**src/rtl/usr_sw_pkg.sv**
```systemverilog
// Shared constants for the user DIP-switch input conditioner.
package usr_sw_pkg;

    localparam int USR_SW_WIDTH         = 8;
    localparam int USR_SW_DEBOUNCE_10MS = 2000000;
    localparam int USR_SW_SYNC_STAGES   = 2;

endpackage : usr_sw_pkg

```
**src/rtl/usr_sw_debounce_bit.sv**
```systemverilog
// One switch bit: synchronizer, debounce counter, stable level and edge pulses.
// Next-cycle level/change are also exported so the parent can register events on the same edge.
module usr_sw_debounce_bit
    import usr_sw_pkg::*;
#(
    parameter int SYNC_STAGES     = USR_SW_SYNC_STAGES,
    parameter int DEBOUNCE_CYCLES = USR_SW_DEBOUNCE_10MS,
    parameter int CNT_W           = $clog2(DEBOUNCE_CYCLES)
) (
    input  logic clk,
    input  logic rst_n,
    input  logic sw_i,
    output logic state_o,
    output logic rise_o,
    output logic fall_o,
    output logic state_nxt_o,
    output logic chg_nxt_o
);

    localparam logic [CNT_W-1:0] CNT_MAX = CNT_W'(DEBOUNCE_CYCLES - 1);

    logic [SYNC_STAGES-1:0] sync_q;
    logic [SYNC_STAGES-1:0] sync_d;
    logic [CNT_W-1:0]       cnt_q;
    logic [CNT_W-1:0]       cnt_d;
    logic                   stable_q;
    logic                   stable_d;
    logic                   rise_q;
    logic                   rise_d;
    logic                   fall_q;
    logic                   fall_d;
    logic                   sync_s;

    // Synchronizer shift and debounce next-state
    always_comb begin
        sync_d   = {sync_q[SYNC_STAGES-2:0], sw_i};
        sync_s   = sync_q[SYNC_STAGES-1];
        cnt_d    = cnt_q;
        stable_d = stable_q;
        rise_d   = 1'b0;
        fall_d   = 1'b0;
        if (sync_s == stable_q) begin
            cnt_d = {CNT_W{1'b0}};
        end else if (cnt_q == CNT_MAX) begin
            stable_d = sync_s;
            cnt_d    = {CNT_W{1'b0}};
            rise_d   = sync_s;
            fall_d   = ~sync_s;
        end else begin
            cnt_d = cnt_q + CNT_W'(1);
        end
    end

    // State registers
    always_ff @(posedge clk or negedge rst_n) begin
        if (!rst_n) begin
            sync_q   <= {SYNC_STAGES{1'b0}};
            cnt_q    <= {CNT_W{1'b0}};
            stable_q <= 1'b0;
            rise_q   <= 1'b0;
            fall_q   <= 1'b0;
        end else begin
            sync_q   <= sync_d;
            cnt_q    <= cnt_d;
            stable_q <= stable_d;
            rise_q   <= rise_d;
            fall_q   <= fall_d;
        end
    end

    assign state_o     = stable_q;
    assign rise_o      = rise_q;
    assign fall_o      = fall_q;
    assign state_nxt_o = stable_d;
    assign chg_nxt_o   = rise_d | fall_d;

endmodule : usr_sw_debounce_bit

```
**src/rtl/usr_sw_conditioner.sv**
```systemverilog
// DIP-switch conditioner: per-bit debounce plus a one-entry valid/ready change-event record
// with merge-on-backpressure and a sticky overflow flag.
module usr_sw_conditioner
    import usr_sw_pkg::*;
#(
    parameter int WIDTH           = USR_SW_WIDTH,
    parameter int SYNC_STAGES     = USR_SW_SYNC_STAGES,
    parameter int DEBOUNCE_CYCLES = USR_SW_DEBOUNCE_10MS,
    parameter int CNT_W           = $clog2(DEBOUNCE_CYCLES)
) (
    input  logic             sys0_clk,
    input  logic             sys0_rstn,
    input  logic [WIDTH-1:0] usr_sw_i,
    output logic [WIDTH-1:0] sw_state,
    output logic [WIDTH-1:0] sw_rise,
    output logic [WIDTH-1:0] sw_fall,
    output logic             evt_valid,
    input  logic             evt_ready,
    output logic [WIDTH-1:0] evt_state,
    output logic [WIDTH-1:0] evt_mask,
    output logic             evt_ovf,
    input  logic             ovf_clr
);

    logic [WIDTH-1:0] state_nxt_s;
    logic [WIDTH-1:0] chg_nxt_s;
    logic             evt_valid_q;
    logic             evt_valid_d;
    logic [WIDTH-1:0] evt_state_q;
    logic [WIDTH-1:0] evt_state_d;
    logic [WIDTH-1:0] evt_mask_q;
    logic [WIDTH-1:0] evt_mask_d;
    logic             evt_ovf_q;
    logic             evt_ovf_d;
    logic             ovf_set_s;

    for (genvar i = 0; i < WIDTH; i++) begin : g_bit
        usr_sw_debounce_bit #(
            .SYNC_STAGES     (SYNC_STAGES),
            .DEBOUNCE_CYCLES (DEBOUNCE_CYCLES),
            .CNT_W           (CNT_W)
        ) u_bit (
            .clk         (sys0_clk),
            .rst_n       (sys0_rstn),
            .sw_i        (usr_sw_i[i]),
            .state_o     (sw_state[i]),
            .rise_o      (sw_rise[i]),
            .fall_o      (sw_fall[i]),
            .state_nxt_o (state_nxt_s[i]),
            .chg_nxt_o   (chg_nxt_s[i])
        );
    end

    // Event record: driven from next-cycle changes so evt_valid rises with the pulse
    always_comb begin
        evt_valid_d = evt_valid_q;
        evt_state_d = evt_state_q;
        evt_mask_d  = evt_mask_q;
        ovf_set_s   = 1'b0;
        if (chg_nxt_s != {WIDTH{1'b0}}) begin
            if (!evt_valid_q || evt_ready) begin
                evt_valid_d = 1'b1;
                evt_state_d = state_nxt_s;
                evt_mask_d  = chg_nxt_s;
            end else begin
                evt_state_d = state_nxt_s;
                evt_mask_d  = evt_mask_q | chg_nxt_s;
                ovf_set_s   = 1'b1;
            end
        end else if (evt_valid_q && evt_ready) begin
            evt_valid_d = 1'b0;
            evt_mask_d  = {WIDTH{1'b0}};
        end else begin
            evt_valid_d = evt_valid_q;
        end
        if (ovf_set_s) begin
            evt_ovf_d = 1'b1;
        end else if (ovf_clr) begin
            evt_ovf_d = 1'b0;
        end else begin
            evt_ovf_d = evt_ovf_q;
        end
    end

    // Event record registers
    always_ff @(posedge sys0_clk or negedge sys0_rstn) begin
        if (!sys0_rstn) begin
            evt_valid_q <= 1'b0;
            evt_state_q <= {WIDTH{1'b0}};
            evt_mask_q  <= {WIDTH{1'b0}};
            evt_ovf_q   <= 1'b0;
        end else begin
            evt_valid_q <= evt_valid_d;
            evt_state_q <= evt_state_d;
            evt_mask_q  <= evt_mask_d;
            evt_ovf_q   <= evt_ovf_d;
        end
    end

    assign evt_valid = evt_valid_q;
    assign evt_state = evt_state_q;
    assign evt_mask  = evt_mask_q;
    assign evt_ovf   = evt_ovf_q;

endmodule : usr_sw_conditioner

```
**config.mk**
```make
export PLATFORM = sky130hd
export DESIGN_NAME = usr_sw_conditioner
export DESIGN_NICKNAME = d
export VERILOG_FILES = /design/src/rtl/usr_sw_pkg.sv /design/src/rtl/usr_sw_debounce_bit.sv /design/src/rtl/usr_sw_conditioner.sv
export SDC_FILE = /design/constraint.sdc
export NUM_CORES = 1
export LEC_CHECK = 0
export ABC_AREA = 1
export BUFFER_PORTS_ARGS = -buffer_cell sky130_fd_sc_hd__buf_2
export CAP_MARGIN = 20
export CORE_ASPECT_RATIO = 1.75
export CORE_UTILIZATION = 45
export DETAILED_ROUTE_END_ITERATION = 10
export PLACE_DENSITY = 0.7
export SLEW_MARGIN = 15
export SYNTH_ARGS = -nofsm -noshare
export SYNTH_HDL_FRONTEND = slang
export SYNTH_HIERARCHICAL = 1
export SYNTH_SLANG_ARGS = --single-unit
```
**constraint.sdc**
```tcl
create_clock -name sys0_clk -period 3.1 [get_ports sys0_clk]
set_input_delay 0.31 -clock sys0_clk [delete_from_list [all_inputs] [get_ports sys0_clk]]
set_output_delay 0.31 -clock sys0_clk [all_outputs]
set_load 0.05 [all_outputs]
```
==> flow_metrics.tcl <==
set metrics [dict create \
    asyncSetResetFlopFracSynth_pct 100 \
    synth_edf_count 0 \
    fin_nets 1642 \
    routed-via-count 9902 \
    holdCritPathClass "input pin to flip-flop" \
    timing.setup.tns_ns 0 \
    area_of_the_mapped_netlist_um2 11900 \
    maxSlewHeadroom_pct 46.4 \
    cts_root_buf "sky130_fd_sc_hd__clkbuf_16" \
    post-synth-top-count-cell "sky130_fd_sc_hd__nor2_1" \
    timing.critical_path.required_ns 3.51 \
    synth-xor-area-share_pct 4.72 \
    first_pass_iters 11 \
    worst-slew-pin-transition_ns 0.805 \
    ys_dominant_reg_cell "sky130_fd_sc_hd__dfrtp_1" \
    fmax_ghz 0.452 \
    htree_num_levels 1 \
    synth.top_cell.area_share_pct 47.6 \
    first_global_vias 10100 \
    grt_usage_pct 21.3 \
    final_critical_path_setup_slack_ns 0.888 \
    main_combinational_cell_family_by_area_after_synthesis "simple AND/OR/NAND/NOR gates" \
    rsz0062_at_grt "false" \
    gp_congestion 0.950 \
    wire_length_of_the_first_global_routing_pass_um 47000 \
    synth_seq_area_share_pct 47.6 \
    setup_viol 0 \
    violated_checks "design-rule violations" \
    place_hpwl_um 20400 \
    mapped_nets 1551 \
    placement.setup.worst_slack_ns 0.889 \
    viasPerCell 5.05 \
    cts.repair.resized 0 \
    synth.top_cells.by_count "sky130_fd_sc_hd__nor2_1, sky130_fd_sc_hd__nand2_1, sky130_fd_sc_hd__dfrtp_1" \
    timing.final.max_slew_violations 0 \
    timing.critical_path.fanout_max 18 \
    start_util_pct 45.7 \
    yosys.area_share.adder_pct 0.843 \
    synth_cell_type_count 25 \
    synth.top_cells.by_area "sky130_fd_sc_hd__dfrtp_1, sky130_fd_sc_hd__nor2_1, sky130_fd_sc_hd__nand2_1" \
    core_um2 26000 \
    layout_worst_path_cycle_share_pct 71.3 \
    core.rowCount 78 \
    cts_tree "done" \
    io_pins 54 \
    skew_ns 0.0225 \
    die_w_um 125 \
    synth_compound_area_share_pct 5.60 \
    power.leakage_nw 6.21 \
    ys_warn_count 6 \
    worst_ep_arrival_time_ns 2.62 \
    die_area_um2 27100 \
    cp-end-kind "flip-flop" \
    synth_largest_area_cell "sky130_fd_sc_hd__dfrtp_1" \
    route.final.wire_length_um 27400 \
    cts_made_buffers 24 \
    syn-mean-instance-area_um2 7.76 \
    p_per_area_nw_per_um2 485 \
    drc 14 \
    wl_per_cell_um 14.0 \
    filler_cell_count 2436 \
    timing.max_cap.violations 0 \
    layout-area-overhead-vs-synth_pct 14.8 \
    worstSkewPairLatency_ns 0.54 \
    worstSetupStartpointType "flip-flop" \
    yosys_register_bits 226 \
    initialDrtViolationCount 541 \
    numClockSinks 226 \
    n_antenna_cell 0 \
    synthSimpleGateAreaFrac_pct 34.4 \
    overflow 0 \
    die_height_um 217 \
    final_layout_size_suffix_gt1_share_pct 11.9 \
    clk_pin_slew_worst_paths_ns 0.07 \
    drt.antenna.violating_nets 0 \
    netlist_instances 1531 \
    final_period_minus_worst_setup_slack_ns 2.21 \
    portion_of_netlist_area_occupied_by_mux_cells_pct 0 \
    ctsLongestPathBuffers 3 \
    worstSetupPathType "flip-flop to flip-flop" \
    grt_start_max_net_pins 103 \
    placement.io_buffers 53 \
    hold_violations 0 \
    outcome "finished with violations" \
    grt_antenna_before_repair 0 \
    ir_worst_vdd_mv 0.530 \
]
[sequential cells by signal, summed over array words and instances, names as in the netlist]
signal               flops
g_bit.u_bit/cnt_q      168
g_bit.u_bit/sync_q      16
evt_mask                 8
evt_state                8
g_bit.u_bit/fall_o       8
g_bit.u_bit/rise_o       8
g_bit.u_bit/state_o      8
evt_ovf                  1
evt_valid                1
[cell usage in the layout, fill, tap and decap left out, types with 7 or more instances in the layout]
cell type,netlist,layout
sky130_fd_sc_hd__nor2_1,402,402
sky130_fd_sc_hd__o21bai_1,8,8
sky130_fd_sc_hd__buf_2,2,52
sky130_fd_sc_hd__ha_1,8,8
sky130_fd_sc_hd__nand3_4,8,8
sky130_fd_sc_hd__dlygate4sd3_1,0,9
sky130_fd_sc_hd__nand4_1,32,32
sky130_fd_sc_hd__o21ai_0,33,33
sky130_fd_sc_hd__dfrtp_1,226,226
sky130_fd_sc_hd__nor3_1,8,8
sky130_fd_sc_hd__inv_1,202,202
sky130_fd_sc_hd__nand2_4,9,9
sky130_fd_sc_hd__a21oi_1,40,40
sky130_fd_sc_hd__nor2_4,24,24
sky130_fd_sc_hd__o21ba_2,8,8
sky130_fd_sc_hd__nand3_1,119,119
sky130_fd_sc_hd__xnor2_1,16,16
sky130_fd_sc_hd__nand2_2,17,17
sky130_fd_sc_hd__bufinv_16,0,7
sky130_fd_sc_hd__o21ai_1,32,32
sky130_fd_sc_hd__nand2_1,260,260
sky130_fd_sc_hd__inv_2,8,8
sky130_fd_sc_hd__nor2_2,18,18
sky130_fd_sc_hd__xor2_1,48,48
sky130_fd_sc_hd__clkbuf_16,0,25
[where the power goes]
part / internal (W) / switching, W
sequential: 0.00298 / 0.0000267
clock: 0.00218 / 0.00121
combinational: 0.0000574 / 0.000143
total: 0.00522 / 0.00138
[routing by layer]
layer	vias up	share of wire (%)	global-route usage [%]	routed length, µm
li1	4958	-	-	-
met1	4629	38	23.4	10500
met2	227	51	38.7	14100
met3	88	5.3	3.12	1440
met4	0	5.3	12.5	1460
met5	-	0	0	0
[kinds of logic (layout without fill, tap and decap cells)]
logic type	after synthesis	in the layout
buffers and inverters	213	322
AOI/OAI and AO/OA	121	121
and+or+nand+nor	899	899
DFF	226	226
xor gates and xnor gates	64	64
adders and majority gates	8	8
[critical path, stage by stage, from the launching register on]
cell and delay (ns):
sky130_fd_sc_hd__dfrtp_1 0.39, sky130_fd_sc_hd__ha_1 0.18, sky130_fd_sc_hd__nand2_1 0.07, sky130_fd_sc_hd__inv_1 0.08, sky130_fd_sc_hd__nand2_1 0.09, sky130_fd_sc_hd__nor2_2 0.15
sky130_fd_sc_hd__nand3_4 0.16, sky130_fd_sc_hd__a21oi_1 0.27, sky130_fd_sc_hd__nor2_1 0.10, sky130_fd_sc_hd__nand2_2 0.33, sky130_fd_sc_hd__nor2_8 0.12, sky130_fd_sc_hd__nand3_1 0.09
sky130_fd_sc_hd__nand2_1 0.06
[layout make-up]
| class | instances | area, µm² | area share (%) |
|---|---|---|---|
| clock buffers | 32 | 702 | 5.15 |
| clock inverters | 12 | 253 | 1.85 |
| inverters | 210 | 788 | 5.78 |
| multi-input cells | 1092 | 5410 | 39.7 |
| flip-flops and latches | 226 | 5660 | 41.5 |
| well taps | 320 | 400 | 2.94 |
| repair buffers | 68 | 423 | 3.10 |
[path summary, 6_finish.rpt]
check | startpoint | depth (start not counted) | end | slack [ns]
setup / recovery | g_bit[0].u_bit/cnt_q[0]$_DFF_PN0_ | 12 | evt_mask[4]$_DFFE_PN0P_ | 0.89
hold / removal | ovf_clr | 4 | evt_ovf$_DFFE_PN0P_ | 0.05
setup reg to reg | g_bit[0].u_bit/cnt_q[0]$_DFF_PN0_ | 12 | evt_mask[4]$_DFFE_PN0P_ | 0.89
hold reg to reg | g_bit[0].u_bit/sync_q[0]$_DFF_PN0_ | 0 | g_bit[0].u_bit/sync_q[1]$_DFF_PN0_ | 0.35
max in group asynchronous | sys0_rstn | 3 | g_bit[1].u_bit/cnt_q[0]$_DFF_PN0_ | 1.88
min in group asynchronous | sys0_rstn | 2 | g_bit[4].u_bit/cnt_q[1]$_DFF_PN0_ | 0.38
[stage by stage]
stage               hold slack [ns]  instances  utilization (%)  area [µm²]  total power (W)
floorplan                    0.0144       1531                -       11900          0.00315
global placement              0.332       1907             48.5       12600          0.00326
detailed placement            0.335       1907             48.5       12600          0.00326
CTS                          0.0340       1960             52.5       13600          0.00669
global route                 0.0977       1960             52.5       13600          0.00684
finish                       0.0493       1960             52.5       13600          0.00661
[what timing repair did]
action | 4_1_cts | 5_1_grt
hold buffers | 9 | 0
endpoints found under the hold margin | 105 | 0
buffers inserted | 0 | 0
No activity file was read; power rests on OpenSTA's default activity.
